### config.mk
export PLATFORM = sky130hd
export DESIGN_NAME = conv_mac_array
export DESIGN_NICKNAME = d
export VERILOG_FILES = /design/src/rtl/conv_mac_array.sv
export SDC_FILE = /design/constraint.sdc
export NUM_CORES = 1
export LEC_CHECK = 0
export ABC_CLOCK_PERIOD_IN_PS = 9300
export CORE_MARGIN = 5
export CORE_UTILIZATION = 63
export CTS_BUF_LIST = sky130_fd_sc_hd__clkbuf_16
export DETAILED_ROUTE_END_ITERATION = 10
export GPL_ROUTABILITY_DRIVEN = 1
export GPL_TIMING_DRIVEN = 0
export PLACE_DENSITY_LB_ADDON = 0.2
export SLEW_MARGIN = 10
export SYNTH_ARGS = -nofsm -noshare
export SYNTH_HDL_FRONTEND = slang
export SYNTH_SLANG_ARGS = --single-unit
### constraint.sdc
create_clock -name clk -period 9.3 [get_ports clk]
set_input_delay 1.86 -clock clk [delete_from_list [all_inputs] [get_ports clk]]
set_output_delay 1.86 -clock clk [all_outputs]
set_load 0.01 [all_outputs]
### src/rtl/conv_mac_array.sv
// conv_mac_array: CHANNELS parallel signed MAC lanes. Each lane accumulates KLEN
// pixel*weight taps on top of a bias loaded with tap 0. It then produces one
// result per lane through optional ReLU, an arithmetic right shift and a clamp
// to DATA_W, and holds that result under a valid/ready handshake.
module conv_mac_array #(
  parameter int DATA_W   = 8,
  parameter int CHANNELS = 4,
  parameter int KLEN     = 9,
  parameter int ACC_W    = 24,
  parameter int SHIFT    = 4
) (
  input  logic                         clk,
  input  logic                         rst,
  input  logic                         en,
  input  logic                         in_valid,
  output logic                         in_ready,
  input  logic [CHANNELS*DATA_W-1:0]   pixel,
  input  logic [CHANNELS*DATA_W-1:0]   weight,
  input  logic [CHANNELS*DATA_W-1:0]   bias,
  input  logic                         relu_en,
  output logic                         out_valid,
  input  logic                         out_ready,
  output logic [CHANNELS*DATA_W-1:0]   out_data,
  output logic                         busy
);

  localparam int CNT_W = $clog2(KLEN + 1);
  localparam logic signed [ACC_W-1:0] MAX_A = ACC_W'((64'sd1 <<< (DATA_W - 1)) - 64'sd1);
  localparam logic signed [ACC_W-1:0] MIN_A = -MAX_A - ACC_W'(1);

  typedef enum logic [1:0] {IDLE, ACCUM, OUTPUT} state_t;

  state_t                     state;
  logic [CNT_W-1:0]           cnt;
  logic                       relu_q;
  logic signed [ACC_W-1:0]    acc     [CHANNELS];
  logic signed [ACC_W-1:0]    acc_nxt [CHANNELS];
  logic [CHANNELS*DATA_W-1:0] res_data;
  logic                       relu_eff;
  logic                       take_tap;

  // ReLU, floor shift, then clamp the accumulator into the DATA_W result range
  function automatic logic signed [DATA_W-1:0] sat_shift(
    input logic signed [ACC_W-1:0] a,
    input logic                    relu
  );
    logic signed [ACC_W-1:0] r;
    r = (relu && (a < 0)) ? '0 : a;
    r = r >>> SHIFT;
    if (r > MAX_A)
      return {1'b0, {(DATA_W-1){1'b1}}};
    else if (r < MIN_A)
      return {1'b1, {(DATA_W-1){1'b0}}};
    else
      return r[DATA_W-1:0];
  endfunction

  assign in_ready = en && !rst && (state != OUTPUT);
  assign take_tap = in_valid && in_ready;
  assign busy     = (state != IDLE);
  // relu_en only matters on tap 0; afterwards the latched copy rules
  assign relu_eff = (state == IDLE) ? relu_en : relu_q;

  // Per-lane next accumulator (bias load on tap 0, add otherwise) and its saturated result
  always_comb begin
    res_data = '0;
    for (int l = 0; l < CHANNELS; l++) begin
      logic signed [DATA_W-1:0]   px;
      logic signed [DATA_W-1:0]   wt;
      logic signed [2*DATA_W-1:0] prod;
      logic signed [ACC_W-1:0]    prod_ext;
      logic signed [ACC_W-1:0]    bias_ext;
      px       = pixel[l*DATA_W +: DATA_W];
      wt       = weight[l*DATA_W +: DATA_W];
      prod     = px * wt;
      prod_ext = {{(ACC_W-2*DATA_W){prod[2*DATA_W-1]}}, prod};
      bias_ext = {{(ACC_W-DATA_W){bias[l*DATA_W+DATA_W-1]}}, bias[l*DATA_W +: DATA_W]};
      if (state == IDLE)
        acc_nxt[l] = bias_ext + prod_ext;
      else
        acc_nxt[l] = acc[l] + prod_ext;
      res_data[l*DATA_W +: DATA_W] = sat_shift(acc_nxt[l], relu_eff);
    end
  end

  // Control FSM plus accumulator and output registers; en=0 freezes everything
  always_ff @(posedge clk) begin
    if (rst) begin
      state     <= IDLE;
      cnt       <= '0;
      relu_q    <= 1'b0;
      out_valid <= 1'b0;
      out_data  <= '0;
      for (int l = 0; l < CHANNELS; l++) acc[l] <= '0;
    end else if (en) begin
      case (state)
        IDLE: begin
          if (take_tap) begin
            acc    <= acc_nxt;
            relu_q <= relu_en;
            cnt    <= CNT_W'(1);
            if (KLEN == 1) begin
              state     <= OUTPUT;
              out_valid <= 1'b1;
              out_data  <= res_data;
            end else begin
              state <= ACCUM;
            end
          end
        end
        ACCUM: begin
          if (take_tap) begin
            acc <= acc_nxt;
            cnt <= cnt + CNT_W'(1);
            // final tap: result registered in the same edge, valid next cycle
            if (cnt == CNT_W'(KLEN - 1)) begin
              state     <= OUTPUT;
              out_valid <= 1'b1;
              out_data  <= res_data;
            end
          end
        end
        OUTPUT: begin
          if (out_ready) begin
            state     <= IDLE;
            out_valid <= 1'b0;
            cnt       <= '0;
          end
        end
        default: state <= IDLE;
      endcase
    end
  end

endmodule

==> results.json, run 1 <==
{
  "cts_tree": "built",
  "vias": 23100,
  "r2r_end": "acc[3]$_SDFFE_PP0P_",
  "finalWirelength_mm": 72.49,
  "clock_skew_ns": 0.01267,
  "finalCoreUtilization_pct": 71.05,
  "yosysSeqAreaShare_pct": 11.19,
  "period_share_pct": 97.77,
  "yosysTopAreaCell": "fa_1",
  "io_buffer_count": 135,
  "crit_fanout": 8,
  "core_mm2": 0.03847,
  "r2r_cells": 11,
  "multiInputGateArea_mm2": 0.02013,
  "fillers": 3137,
  "drtIter0Drc": 2257,
  "layout_commonest_cell": "inv_1",
  "synth-edff-count": 0,
  "crit_end": "out_data[29]$_SDFFE_PP0P_",
  "worstSetupPathType": "in -> reg",
  "drt_pass1_iterations": 8,
  "synthToLayoutAreaGrowth_pct": 12.35,
  "track_usage_pct": 33.18,
  "synth-seq-cells": 136,
  "ant_nets": 0,
  "grt-ovfl-total": 0,
  "worst-path-buf-inv": 6,
  "ctsLongestPathBuffers": 2,
  "postCtsHoldBufs": 0,
  "async_flop_share_pct": 0,
  "startpoint": "weight[26]",
  "wire_per_inst_um": 19.68,
  "antenna_found_initial": 1,
  "status": "complete, no violations",
  "max_freq_mhz": 110.0,
  "yosys_warnings": 0,
  "cts_sinks": 136,
  "syn_nets": 3599,
  "regArea_mm2": 0.002723,
  "antenna_cells": 0,
  "clkTransAtPathRegs_ns": 0.06,
  "synthCells": 2990,
  "num_io_pins": 137,
  "fin_area_mm2": 0.02733,
  "yosysUniqueCellTypes": 89,
  "maxCapViolations": 0,
  "cp_slowest_stage_delay_ns": 0.58,
  "viasPerCell": 6.270,
  "relSlewSlack_pct": 19.99,
  "place_congestion": 0.9576,
  "hold_class": "reg -> reg",
  "root_buffer": "clkbuf_16",
  "finalHoldViolCount": 0,
  "grt_pass1_vias": 22490,
  "drive_gt1_share_pct": 4.833,
  "crit_arrival_ns": 9.48,
  "worstMarginPinSlew_ns": 1.185,
  "reg2reg_slack_ns": 3.88,
  "dp_hpwl_mm": 58.28,
  "initial_utilization_pct": 63.24,
  "maxSlewViolCount": 0,
  "insertion_delay_ns": 0.45,
  "critPathTopFamily": "adder cells",
  "grt_pass1_wl_mm": 114.3,
  "slowest_stage": "clkdlybuf4s50_1",
  "setup_viol": 0,
  "place_area_mm2": 0.02633,
  "cts.htree.levels": 4,
  "fp-row-count": 72,
  "die_height_um": 206.5,
  "crit_path_start_kind": "input port",
  "endpoint_kind": "register",
  "hold_slack_ns": 0.4619,
  "worstPathRequired_ns": 9.69,
  "tns_ns": 0,
  "synth_top_area_share_pct": 18.76,
  "drc": 0,
  "final_nets": 3764,
  "numCtsBuffers": 17,
  "die_w_um": 206.5,
  "synth.avg_cell_area_um2": 8.136,
  "synthTopCellsByArea": "fa_1 (19%), ha_1 (14%), dfxtp_1 (11%), inv_1 (5.5%), and2_1 (5.0%)",
  "syn_area_mm2": 0.02433,
  "fp.dieArea_mm2": 0.04264,
  "cp.depth": 26,
  "r2r-start": "state[0]$_SDFFE_PP0P_",
  "grt_max_degree": 17,
  "mostFrequentLayoutCells": "inv_1 (360), ha_1 (275), nor2_1 (254)",
  "synth_ff_type": "dfxtp_1",
  "timing.final.crit_period_ns": 9.092
}
how the worst min path moves through the flow:
stage / start / end / slack (ns) / cells past startpoint
floorplan: acc[65]$_SDFFE_PP0P_ / acc[65]$_SDFFE_PP0P_ / 0.44 / 2
global placement: out_data[7]$_SDFFE_PP0P_ / out_data[7]$_SDFFE_PP0P_ / 0.44 / 2
detailed placement: acc[95]$_SDFFE_PP0P_ / acc[95]$_SDFFE_PP0P_ / 0.45 / 2
CTS: out_data[7]$_SDFFE_PP0P_ / out_data[7]$_SDFFE_PP0P_ / 0.46 / 2
global route: out_data[7]$_SDFFE_PP0P_ / out_data[7]$_SDFFE_PP0P_ / 0.48 / 2
finish: acc[92]$_SDFFE_PP0P_ / acc[92]$_SDFFE_PP0P_ / 0.46 / 2
metal layers:
layer / routed length, um / vias up / global-route usage, %
met1: 30270 / 11140 / 45.44
met3: 5785 / 189 / 4.048
met4: 2677 / 0 / 11.69
met2: 33760 / 1038 / 54.44
li1: - / 10730 / -
met5: 0 / - / 0
tightest hold or removal path: stages (launching register included):
cell	delay, ns
dfxtp_1	0.31
nand2_1	0.05
a21oi_1	0.05
what timing repair did:
action,in CTS,in global routing
setup buffers,7,8
resized for setup,27,60
setup endpoints to repair,32,34
pin swaps,6,6
registers in the layout, summed over array words and instances, names as in the netlist:
| register | flops |
|---|---|
| state | 2 |
| cnt | 4 |
| acc | 96 |
| out_data | 32 |
| relu_q | 1 |
| out_valid | 1 |
final cells by class:
cell class | instances | area share (%)
multi-input combinational | 2417 | 73.66
clock inverter | 13 | 0.5127
timing repair buffer | 150 | 5.585
clock buffer | 17 | 1.556
tap | 518 | 2.371
inverter | 359 | 4.930
buffer | 74 | 1.419
sequential | 136 | 9.962
logic make-up after synthesis:
| family | count (synthesis) | share of synthesized area, % |
|---|---|---|
| AND/OR/NAND/NOR | 974 | 20.52 |
| AO/OA/AOI/OAI | 747 | 20.82 |
| adder cells (fa/ha/maj) | 507 | 33.11 |
| buffers and inverters | 437 | 7.196 |
| XOR/XNOR | 152 | 5.586 |
| flip-flops | 136 | 11.19 |
| multiplexers | 37 | 1.579 |
Yosys cell counts, drive strengths merged, types with 11 or more instances:
library cell  instances
o221a                11
or4                  11
nor3                 72
nor2b                51
nand2b               26
dfxtp               136
o211a                14
nor2                255
o21bai               32
nor4                 21
and2                195
clkbuf               70
xor2                 41
nand2               176
o21a                 41
fa                  228
a21oi               171
inv                 358
mux2                 11
and3                 22
a21o                 69
nand4                26
o211ai               24
nor3b                11
mux2i                26
nand3                42
o21ai               147
a211oi               98
ha                  279
a31oi                22
xnor2               109
or3                  24
through the flow:
| step | worst slack, ns | cells |
|---|---|---|
| after floorplan | 0.7737 | 2990 |
| after global placement | -1.442 | 3643 |
| after detailed placement | -1.565 | 3643 |
| after CTS | 0.002784 | 3680 |
| after global routing | -0.02219 | 3684 |
| final | 0.2076 | 3684 |
Power of run 1 is not shown: default switching activity piles up to over one toggle a cycle in this logic, so the estimate is an artifact.
==> inputs of run 2 (changes only) <==
--- a/config.mk
+++ b/config.mk
@@ -11,8 +11,8 @@
 export CTS_BUF_LIST = sky130_fd_sc_hd__clkbuf_16
 export DETAILED_ROUTE_END_ITERATION = 10
 export GPL_ROUTABILITY_DRIVEN = 1
-export GPL_TIMING_DRIVEN = 0
 export PLACE_DENSITY_LB_ADDON = 0.2
+export SKIP_LAST_GASP = 1
 export SLEW_MARGIN = 10
 export SYNTH_ARGS = -nofsm -noshare
 export SYNTH_HDL_FRONTEND = slang
==> run 2 against run 1 <==
  * Worst setup slack better by 0.070 ns
  * Global-route usage down 3.8 points
  * Critical path depth is 1 lower
  * Core utilization fell by 0.14 points
  * Register-to-register slack gained 1.0 ns
  * Clock-buffer cell count is the same
  * Via count shrank 4.1%
  * First-iteration DRC count is 40% lower
  * Fmax up 0.78%
  * Non-clock buffer count decreased by 7
  * Sequential cell count is the same
  * Cell count fell by 0.14%
==> results.json, run 2 (synthesis results as in run 1) <==
{
  "status": "complete, no violations",
  "drc": 0,
  "worstPathRequired_ns": 9.69,
  "hold_slack_ns": 0.4490,
  "clock_skew_ns": 0.01497,
  "ant_nets": 0,
  "reg_top3": "acc x96, out_data x32, cnt x4",
  "drive_gt1_share_pct": 6.137,
  "antenna_found_initial": 0,
  "wire_per_inst_um": 17.11,
  "grt_max_degree": 85,
  "insertion_delay_ns": 0.45,
  "crit_arrival_ns": 9.41,
  "cp_slowest_stage_delay_ns": 0.54,
  "io_buffer_count": 136,
  "largest_register_ffs": 96,
  "synthToLayoutAreaGrowth_pct": 12.14,
  "ctsLongestPathBuffers": 2,
  "timing.final.crit_period_ns": 9.022,
  "num_io_pins": 137,
  "grt_pass1_vias": 21990,
  "worstSetupPathType": "in -> reg",
  "worstMarginPinSlew_ns": 1.006,
  "antenna_cells": 0,
  "maxSlewViolCount": 0,
  "track_usage_pct": 29.35,
  "root_buffer": "clkbuf_16",
  "dp_hpwl_mm": 50.46,
  "fin_area_mm2": 0.02728,
  "crit_fanout": 7,
  "tns_ns": 0,
  "die_height_um": 206.5,
  "clkTransAtPathRegs_ns": 0.06,
  "initial_utilization_pct": 63.24,
  "final_nets": 3757,
  "maxCapViolations": 0,
  "place_area_mm2": 0.02657,
  "crit_path_start_kind": "input port",
  "drtIter0Drc": 1363,
  "place_congestion": 0.9193,
  "numCtsBuffers": 17,
  "regMostFlops": "acc",
  "vias": 22160,
  "setup_viol": 0,
  "hold_class": "reg -> reg",
  "finalWirelength_mm": 62.96,
  "die_w_um": 206.5,
  "viasPerCell": 6.024,
  "drt_pass1_iterations": 5,
  "fp.dieArea_mm2": 0.04264,
  "cts_sinks": 136,
  "finalHoldViolCount": 0,
  "max_freq_mhz": 110.8,
  "core_mm2": 0.03847,
  "slowest_stage": "fa_1",
  "relSlewSlack_pct": 32.92,
  "grt-ovfl-total": 0,
  "mostFrequentLayoutCells": "inv_1 (358), ha_1 (277), nor2_1 (253)",
  "cts_tree": "built",
  "fp-row-count": 72,
  "grt_pass1_wl_mm": 104.5,
  "endpoint_kind": "register",
  "period_share_pct": 97.01,
  "layout_commonest_cell": "inv_1",
  "cts.htree.levels": 4
}
## run 2: changes by cell type in the layout (fill, tap and decap cells not counted), sizes merged, moves of 4 or more
cell / delta
clkbuf: -66
dlygate4sd2: -6
dlymetal6s2s: -15
clkinv: -4
inv: +5
clkdlybuf4s50: +21
buf: +59
## run 2: cell type report
type	count	area, um^2
clock buffer	17	425.4
tap	518	648.1
fill	3159	11190
timing repair buffer	217	1987
inverter	359	1348
sequential	136	2723
clock inverter	15	165.2
multi-input combinational	2417	19980
## run 2: per-stage QoR
stage	std cells	setup WS [ns]	utilization, %
2_1_floorplan	2990	0.7737	-
3_3_place_gp	3647	-0.03336	69.07
3_5_place_dp	3647	-0.1920	69.07
4_1_cts	3679	0.2529	70.61
5_1_grt	3679	-0.05161	70.91
6_report	3679	0.2777	70.91
## run 2: what timing repair did
action,CTS,global route
buffers inserted,0,0
setup endpoints to repair,0,30
hold buffers,0,0
resized for setup,0,33
## run 2: worst paths after layout
check / start / end / slack, ns / cells after the start
worst max-delay path: pixel[27] / out_data[25]$_SDFFE_PP0P_ / 0.28 / 25
worst min-delay path: out_data[7]$_SDFFE_PP0P_ / out_data[7]$_SDFFE_PP0P_ / 0.45 / 2
worst max register to register: state[1]$_SDFFE_PP0P_ / out_data[20]$_SDFFE_PP0P_ / 4.89 / 15
worst min register to register: out_data[7]$_SDFFE_PP0P_ / out_data[7]$_SDFFE_PP0P_ / 0.45 / 2
## run 2: layer usage
layer | up-vias | part of all wire (%) | global-route usage [%]
met4 | 0 | 2.0 | 6.844
met5 | - | 0 | 0
met2 | 639 | 48 | 50.23
li1 | 10720 | - | -
met3 | 106 | 5.8 | 4.033
met1 | 10700 | 44 | 39.61
## run 2: worst max-delay path, delay by kind of cell
kind / cells / cell delay (ns)
adder cells (fa/ha/maj): 6 / 2.76
XOR/XNOR: 1 / 0.30
AO/OA/AOI/OAI: 8 / 1.91
AND/OR/NAND/NOR: 5 / 1.87
buffers and inverters: 5 / 0.72
Power of run 2 is left out for the same reason.
==> inputs of run 3 (changes only) <==
--- a/config.mk
+++ b/config.mk
@@ -12,8 +12,10 @@
 export DETAILED_ROUTE_END_ITERATION = 10
 export GPL_ROUTABILITY_DRIVEN = 1
 export PLACE_DENSITY_LB_ADDON = 0.2
+export SETUP_SLACK_MARGIN = 0.05
 export SKIP_LAST_GASP = 1
 export SLEW_MARGIN = 10
 export SYNTH_ARGS = -nofsm -noshare
 export SYNTH_HDL_FRONTEND = slang
 export SYNTH_SLANG_ARGS = --single-unit
+export TNS_END_PERCENT = 30
==> run 3 against run 2 <==
  * Worst hold slack got worse by 0.00055 ns
  * Wire length grew 0.47%
  * Core utilization grew 0.19 points
  * Die area did not move
  * Global-route usage is the same
  * Critical path depth is 4 higher
  * Fmax up 0.34%
==> results.json, run 3 (synthesis results as in run 1) <==
{
  "cts.htree.levels": 4,
  "regMostFlops": "acc",
  "die_height_um": 206.5,
  "ant_nets": 0,
  "numCtsBuffers": 17,
  "drt_pass1_iterations": 6,
  "antenna_cells": 0,
  "maxCapViolations": 0,
  "grt_pass1_wl_mm": 104.5,
  "grt-ovfl-total": 0,
  "postCtsHoldBufs": 0,
  "finalHoldViolCount": 0,
  "setup_viol": 0,
  "grt_max_degree": 85,
  "initial_utilization_pct": 63.24,
  "crit_arrival_ns": 9.34,
  "fin_ws_ns": 0.3084,
  "crit_path_start_kind": "input port",
  "cp_slowest_stage_delay_ns": 0.72,
  "placed_cells": 3647,
  "use_met3_pct": 4.033,
  "clkTransAtPathRegs_ns": 0.06,
  "multiInputGateArea_mm2": 0.02004,
  "reg_top3": "acc x96, out_data x32, cnt x4",
  "relSlewSlack_pct": 31.64,
  "timing.final.crit_period_ns": 8.992,
  "max_freq_mhz": 111.2,
  "maxSlewViolCount": 0,
  "io_buffer_count": 136,
  "endpoint_kind": "register",
  "fin_area_mm2": 0.02735,
  "die_w_um": 206.5,
  "clock_skew_ns": 0.01349,
  "hold_class": "reg -> reg",
  "drive_gt1_share_pct": 6.450,
  "worstPathRequired_ns": 9.64,
  "place_area_mm2": 0.02657,
  "layout_commonest_cell": "inv_1",
  "worstMarginPinSlew_ns": 1.025,
  "grt_pass1_vias": 21990,
  "pre_cts_ws_ns": -0.1920,
  "fp-row-count": 72,
  "cts_sinks": 136,
  "cts_tree": "built",
  "largest_register_ffs": 96,
  "synthToLayoutAreaGrowth_pct": 12.43,
  "period_share_pct": 96.68,
  "num_io_pins": 137,
  "viasPerCell": 6.025,
  "path_common_cell": "fa_1",
  "mostFrequentLayoutCells": "inv_1 (358), ha_1 (277), nor2_1 (253)",
  "final_nets": 3759,
  "crit_fanout": 9,
  "vias": 22180,
  "worstSetupPathType": "in -> reg",
  "insertion_delay_ns": 0.45,
  "drtIter0Drc": 1368,
  "status": "complete, no violations",
  "place_congestion": 0.9193,
  "fp.dieArea_mm2": 0.04264,
  "regArea_mm2": 0.002723,
  "dp_hpwl_mm": 50.46,
  "finalWirelength_mm": 63.25,
  "ctsLongestPathBuffers": 2,
  "top_usage_layer": "met2",
  "root_buffer": "clkbuf_16",
  "slowest_stage": "clkdlybuf4s50_1",
  "fillers": 3147,
  "wire_per_inst_um": 17.18,
  "antenna_found_initial": 0,
  "track_usage_pct": 29.35,
  "core_mm2": 0.03847,
  "met1_usage_pct": 39.61,
  "drc": 0,
  "fin_cells": 3681,
  "use_met2_pct": 50.23
}
-- run 3: layout make-up --
cell class | count | area share (%)
well taps | 518 | 2.370
clock buffers | 17 | 1.555
clock inverters | 15 | 0.6039
multi-input cells | 2417 | 73.26
inverters | 359 | 4.927
repair buffers | 219 | 7.333
flip-flops and latches | 136 | 9.955
-- run 3: path summary, 6_finish.rpt --
| check | end | slack [ns] | cells after the start | startpoint |
|---|---|---|---|---|
| hold reg to reg | out_data[7]$_SDFFE_PP0P_ | 0.45 | 2 | out_data[7]$_SDFFE_PP0P_ |
| setup / recovery | out_data[21]$_SDFFE_PP0P_ | 0.31 | 29 | weight[22] |
| setup reg to reg | out_data[21]$_SDFFE_PP0P_ | 4.88 | 15 | state[1]$_SDFFE_PP0P_ |
| hold / removal | out_data[7]$_SDFFE_PP0P_ | 0.45 | 2 | out_data[7]$_SDFFE_PP0P_ |
-- run 3: repair_timing --
action                     4_1_cts  5_1_grt
setup buffers                    0        2
setup endpoints to repair        0       32
resized for setup                0       44
-- run 3: per-stage QoR --
stage | hold slack, ns | TNS [ns] | utilization, %
final | 0.4484 | 0 | 71.10
after global routing | 0.4753 | -0.06666 | 71.10
after CTS | 0.4531 | 0 | 70.61
after detailed placement | 0.4456 | -2.688 | 69.07
after global placement | 0.4434 | -0.1790 | 69.07
after floorplan | 0.4362 | 0 | -
-- run 3: per-layer routing --
layer / wire length, um / vias to the layer above
met5: 0 / -
met4: 1214 / 0
met3: 3599 / 99
met2: 30500 / 611
met1: 27940 / 10750
li1: - / 10720
-- run 3: critical path, delay by kind of cell --
kind                     cells  cell delay [ns]
adder cells (fa/ha/maj)      6             2.67
AO/OA/AOI/OAI               10             2.31
buffers and inverters        6             1.20
AND/OR/NAND/NOR              6             1.19
XOR/XNOR                     1             0.08
Power of run 3 is left out for the same reason.
